### src/rtl/hazard_scoreboard.sv
// Per-register countdown scoreboard beside ID: stalls a consumer until every
// in-flight producer it reads can be forwarded, and counts stall cycles.
module hazard_scoreboard #(
    parameter int unsigned REG_COUNT = 32,
    parameter int unsigned REG_W     = 5,
    parameter int unsigned ALU_LAT   = 0,
    parameter int unsigned LOAD_LAT  = 1,
    parameter int unsigned CNT_W     = 3,
    parameter int unsigned STAT_W    = 16
) (
    input  logic                 clk,
    input  logic                 reset,
    input  logic                 issue_valid,
    input  logic [REG_W-1:0]     issue_src1,
    input  logic [REG_W-1:0]     issue_src2,
    input  logic                 issue_use_src2,
    input  logic [REG_W-1:0]     issue_dst,
    input  logic                 issue_wb_en,
    input  logic                 issue_is_load,
    input  logic                 flush,
    output logic                 stall,
    output logic [REG_COUNT-1:0] pending_mask,
    output logic [STAT_W-1:0]    stall_cycles,
    input  logic                 stat_clr
);

    localparam int unsigned IdxSpan = 2 ** REG_W;
    localparam logic [CNT_W-1:0] AluLat  = CNT_W'(ALU_LAT);
    localparam logic [CNT_W-1:0] LoadLat = CNT_W'(LOAD_LAT);

    logic [CNT_W-1:0]   cnt_q [REG_COUNT];
    logic [CNT_W-1:0]   cnt_d [REG_COUNT];
    logic [IdxSpan-1:0] busy;
    logic               src1_busy;
    logic               src2_busy;
    logic               accept;
    logic [STAT_W-1:0]  stall_cycles_q;
    logic [STAT_W-1:0]  stall_cycles_d;

    always_comb begin
        for (int unsigned r = 0; r < REG_COUNT; r++) begin
            pending_mask[r] = (cnt_q[r] != '0);
        end
    end

    // Pad to the full index space so out-of-range sources read as idle.
    always_comb begin
        busy                  = '0;
        busy[REG_COUNT-1:0]   = pending_mask;
        busy[0]               = 1'b0;
    end

    assign src1_busy = busy[issue_src1];
    assign src2_busy = busy[issue_src2];
    assign stall     = issue_valid & ~flush & (src1_busy | (issue_use_src2 & src2_busy));
    assign accept    = issue_valid & ~flush & ~stall;

    // A fresh issue overrides the running countdown (youngest writer wins).
    always_comb begin
        for (int unsigned r = 0; r < REG_COUNT; r++) begin
            cnt_d[r] = cnt_q[r];
            if (r == 0) begin
                cnt_d[r] = '0;
            end else if (accept && issue_wb_en && (issue_dst == REG_W'(r))) begin
                cnt_d[r] = issue_is_load ? LoadLat : AluLat;
            end else if (cnt_q[r] != '0) begin
                cnt_d[r] = cnt_q[r] - 1'b1;
            end
        end
    end

    always_comb begin
        stall_cycles_d = stall_cycles_q;
        if (stat_clr) begin
            stall_cycles_d = '0;
        end else if (stall && (stall_cycles_q != '1)) begin
            stall_cycles_d = stall_cycles_q + 1'b1;
        end
    end

    always_ff @(posedge clk or negedge reset) begin
        if (!reset) begin
            for (int unsigned r = 0; r < REG_COUNT; r++) begin
                cnt_q[r] <= '0;
            end
            stall_cycles_q <= '0;
        end else begin
            cnt_q          <= cnt_d;
            stall_cycles_q <= stall_cycles_d;
        end
    end

    assign stall_cycles = stall_cycles_q;

endmodule

### config.mk
export PLATFORM = sky130hd
export DESIGN_NAME = hazard_scoreboard
export DESIGN_NICKNAME = d
export VERILOG_FILES = /design/src/rtl/hazard_scoreboard.sv
export SDC_FILE = /design/constraint.sdc
export NUM_CORES = 1
export LEC_CHECK = 0
export CORE_AREA = 3 3 135 163
export DETAILED_ROUTE_END_ITERATION = 16
export DIE_AREA = 0 0 138 166
export PLACE_DENSITY = 0.66
export SLEW_MARGIN = 40
export SYNTH_ARGS = -nofsm -noshare
export SYNTH_HDL_FRONTEND = slang
export SYNTH_SLANG_ARGS = --single-unit
export TNS_END_PERCENT = 5
### constraint.sdc
create_clock -name clk -period 2.7 [get_ports clk]
set_input_delay 0.54 -clock clk [delete_from_list [all_inputs] [get_ports clk]]
set_output_delay 0.54 -clock clk [all_outputs]
set_load 0.01 [all_outputs]
==> out/results.tsv <==
stage	metric	value	unit
logic_synthesis	ys_warn_count	0	
grt	grt_first_pass_wirelength	31600	µm
logic_synthesis	synth_seq_cells	109	
clock_network	count_of_h_tree_levels_built_during_cts	3	
floorplanning	die_height	166	µm
timing	highest_clock_rate	318	MHz
clock_network	clock_latency	0.37	ns
logic_synthesis	synth_area	0.00715	mm²
grt	number_of_antenna_violations_at_the_first_check_in_global_routing	0	
final_layout	fin_nets	1123	
critical_path	end_kind	primary output	
routing	drt-vias-per-instance	4.91	
pwr	vdd.ir_drop.worst	484	µV
routing	routed_wl_met3	778	µm
timing	setup_viol_count_final	110	
timing	max_transition_margin	0.421	
logic_synthesis	postSynthCellCount	751	
flow_run	timing.max_cap.violations	0	
hold_path	hold_class	in -> async	
floorplanning	coreArea	0.0204	mm²
critical_path	start_kind	flop	
grt	grt_start_max_net_pins	71	
floorplanning	initial_core_util	0.350	
timing	finalHoldViolCount	0	
pwr	p_per_area	1070	mW/mm²
floorplanning	floorplan.io_pins	72	
logic_synthesis	synth_enable_flop_cells	0	
logic_synthesis	synth_compound_gate_area_share	0.0674	
run_status	run_status	finished, violations left	
routing	ant_nets	0	
logic_synthesis	average_footprint_of_a_synthesized_cell	9.52	µm²
clock_network	cts-root-to-sink-buffers	2	
timing	min_period_over_period	1.17	
critical_path	data_arrival_at_the_endpoint_of_the_critical_path	2.61	ns
routing	drt_wl_total	20100	µm
critical_path	r2r_startpoint	cnt_q[18]	
critical_path	crit_path_cell_trace	inv_1, ha_2, nor2b_4, mux4_2, mux4_2, o22ai_4, nor3_4, nor2_4, buf_6	
place	gpl.final_weighted_congestion	0.848	
routing	firstDrtPassIters	4	
final_layout	drive_above_1_share	0.388	
grt	grt_pass1_vias	6393	
clock_network	clkSlewWorstSetupHoldPaths	0.08	ns
routing	drcViolationCount	0	
timing	finClkSkew	0.0125	ns
pwr	p_leak	5.07	nW
grt	groute.usage.overall	0.169	
clock_network	clock-sinks	109	
routing	detailroute.wirelength.met2	10300	µm
logic_synthesis	proportion_of_synthesized_chip_area_in_sequential_cells	0.382	
logic_synthesis	yosys.area_share.simple	0.203	
routing	routed.top_layer	met4	
critical_path	worst-r2r-cell-count	12	
floorplanning	floorplan.die.width	138	µm
routing	drtIter0Drc	312	
logic_synthesis	synthXorXnorAreaFrac	0.0380	
run_status	violations	setup timing	
clock_network	clock_tree_from_tritoncts	yes	
timing	maxSlewViolCount	0	
floorplanning	design.die.area	0.0229	mm²
final_layout	synthToLayoutAreaGrowth	53.3	%
logic_synthesis	synth-adder-area-share	0.110	
timing	rsz0062_at_grt	yes	
logic_synthesis	async_flop_share	1.00	
clock_network	clock-root-buffer	sky130_fd_sc_hd__clkbuf_16	
logic_synthesis	most_used_flip_flop_cell_after_synthesis	sky130_fd_sc_hd__dfrtp_1	
final_layout	layout.filler_cells	1845	
clock_network	tritoncts.num_buffers	9	
logic_synthesis	total_nets_after_synthesis	837	
logic_synthesis	post_synth_mux_area_share	0.130	
floorplanning	row_count	57	
critical_path	critical-path-top-cell-by-count	sky130_fd_sc_hd__mux4_2	
routing	routedWlPerCell	15.4	µm
grt	overflow	0	
timing	timing.hold.ws	0.0450	ns
place	place_hpwl	14200	µm
final_layout	antenna_cells	0	
clock_network	hold_buffers	0	
critical_path	crit_path_top_delay_cell	sky130_fd_sc_hd__mux4_2	
final_layout	seqCellArea	0.00273	mm²
timing	finalWorstPathRequiredPeriod	3.15	ns
critical_path	wp_buf_inv	2	
critical_path	cp_top_family	multiplexers	
logic_synthesis	synth_top_family_by_area	simple AND/OR/NAND/NOR gates	
timing	timing.final.ws_setup	-0.449	ns
place	buffer_ports.inserted	70	
routing	vias	6414	
final_layout	footprint_of_the_multi_input_gates	0.00457	mm²
logic_synthesis	synth.lib_cells_used.distinct	51	
critical_path	criticalPathCategory	reg -> out	
critical_path	rr_endpoint	stall_cycles[12]	
critical_path	critical_path.max_stage_delay	0.51	ns
critical_path	cp_max_fo	2	
timing	worst_pin_slew	0.866	ns
critical_path	cp_data_required_time	2.16	ns
routing	met1Wirelength	8590	µm
critical_path	reg2reg_slack	-0.40	ns
final_layout	final_core_util	0.537	
-- stage by stage --
stage / TNS (ns) / setup slack [ns] / std cells / total power [mW] / area (µm²)
3_5_place_dp: -79.87 / -0.995 / 1269 / 9.49 / 9930
2_1_floorplan: -2.20 / -0.0753 / 751 / 6.49 / 7430
6_report: -24.73 / -0.449 / 1307 / 11.7 / 11000
5_1_grt: -36.43 / -0.529 / 1307 / 12.7 / 11000
3_3_place_gp: -78.30 / -1.02 / 1269 / 9.26 / 9930
4_1_cts: -22.48 / -0.491 / 1287 / 11.1 / 10300
-- sequential cells by signal, indices dropped and copies added, names as in the netlist --
signal,flops
stall_cycles,16
cnt_q,93
-- metal layers --
layer,up-vias,track usage
met4,0,0.0615
met5,-,0
li1,3110,-
met1,3135,0.212
met2,139,0.300
met3,30,0.0204
-- final cells by class --
class	count	share of cell area
multi-input combinational	518	0.417
tap	265	0.0303
sequential	109	0.249
inverter	96	0.0329
timing repair buffer	303	0.243
clock inverter	7	0.00697
clock buffer	9	0.0206
-- timing repair --
action	4_1_cts	5_1_grt
setup buffers	1	16
gates cloned	1	4
pin swaps	13	27
endpoints found under the setup margin	110	110
resized for setup	24	108
-- cell families after synthesis --
logic type,count (synthesis)
AND/OR/NAND/NOR,276
buffers and inverters,124
flip-flops,109
multiplexers,74
AO/OA/AOI/OAI,73
adder cells (fa/ha/maj),63
XOR/XNOR,31
other,1
-- where the power goes --
part	internal [mW]	switching (mW)
clock	0.724	0.667
combinational	4.40	3.11
sequential	2.41	0.433
total	7.54	4.21
-- worst max path at each step --
stage	depth (start not counted)	slack (ns)	startpoint	endpoint
6_report	9	-0.45	cnt_q[18]	stall
5_1_grt	9	-0.53	cnt_q[1]	stall
4_1_cts	9	-0.49	cnt_q[3]	stall
3_5_place_dp	8	-0.99	issue_src1[2]	stall
3_3_place_gp	8	-1.02	issue_src1[2]	stall
2_1_floorplan	11	-0.08	cnt_q[54]	cnt_q[51]
-- cell usage in the layout, fill, tap and decap left out, drive strengths merged, types with 5 or more instances in the layout --
cell type / synthesis / final
nand2b: 8 / 8
clkbuf: 20 / 13
a21oi: 29 / 29
clkdlybuf4s50: 0 / 67
and3: 12 / 12
nor3b: 5 / 5
inv: 96 / 96
nand3b: 9 / 9
mux4: 12 / 12
nor2b: 34 / 34
nor4: 6 / 6
nand3: 14 / 14
buf: 8 / 231
nand2: 12 / 12
and4b: 8 / 8
o21ai: 9 / 9
xnor2: 31 / 31
mux2i: 29 / 29
a211oi: 15 / 15
ha: 63 / 63
dfrtp: 109 / 109
and4: 10 / 10
nor2: 128 / 128
nor3: 9 / 9
mux2: 33 / 33
-- cells in the mapped netlist (12+ instances only) --
library cell,instances,share of area
sky130_fd_sc_hd__xnor2_1,31,0.038
sky130_fd_sc_hd__nand3_1,14,0.0098
sky130_fd_sc_hd__dfrtp_1,109,0.38
sky130_fd_sc_hd__and3_1,12,0.011
sky130_fd_sc_hd__ha_1,63,0.11
sky130_fd_sc_hd__nand2_1,12,0.0063
sky130_fd_sc_hd__nor2b_1,34,0.030
sky130_fd_sc_hd__mux2_1,31,0.049
sky130_fd_sc_hd__clkbuf_1,20,0.011
sky130_fd_sc_hd__mux2i_1,29,0.041
sky130_fd_sc_hd__inv_1,96,0.050
sky130_fd_sc_hd__mux4_2,12,0.038
sky130_fd_sc_hd__nor2_1,128,0.067
sky130_fd_sc_hd__a211oi_1,15,0.016
sky130_fd_sc_hd__a21oi_1,29,0.020
Power figures use the tool's default switching activity.
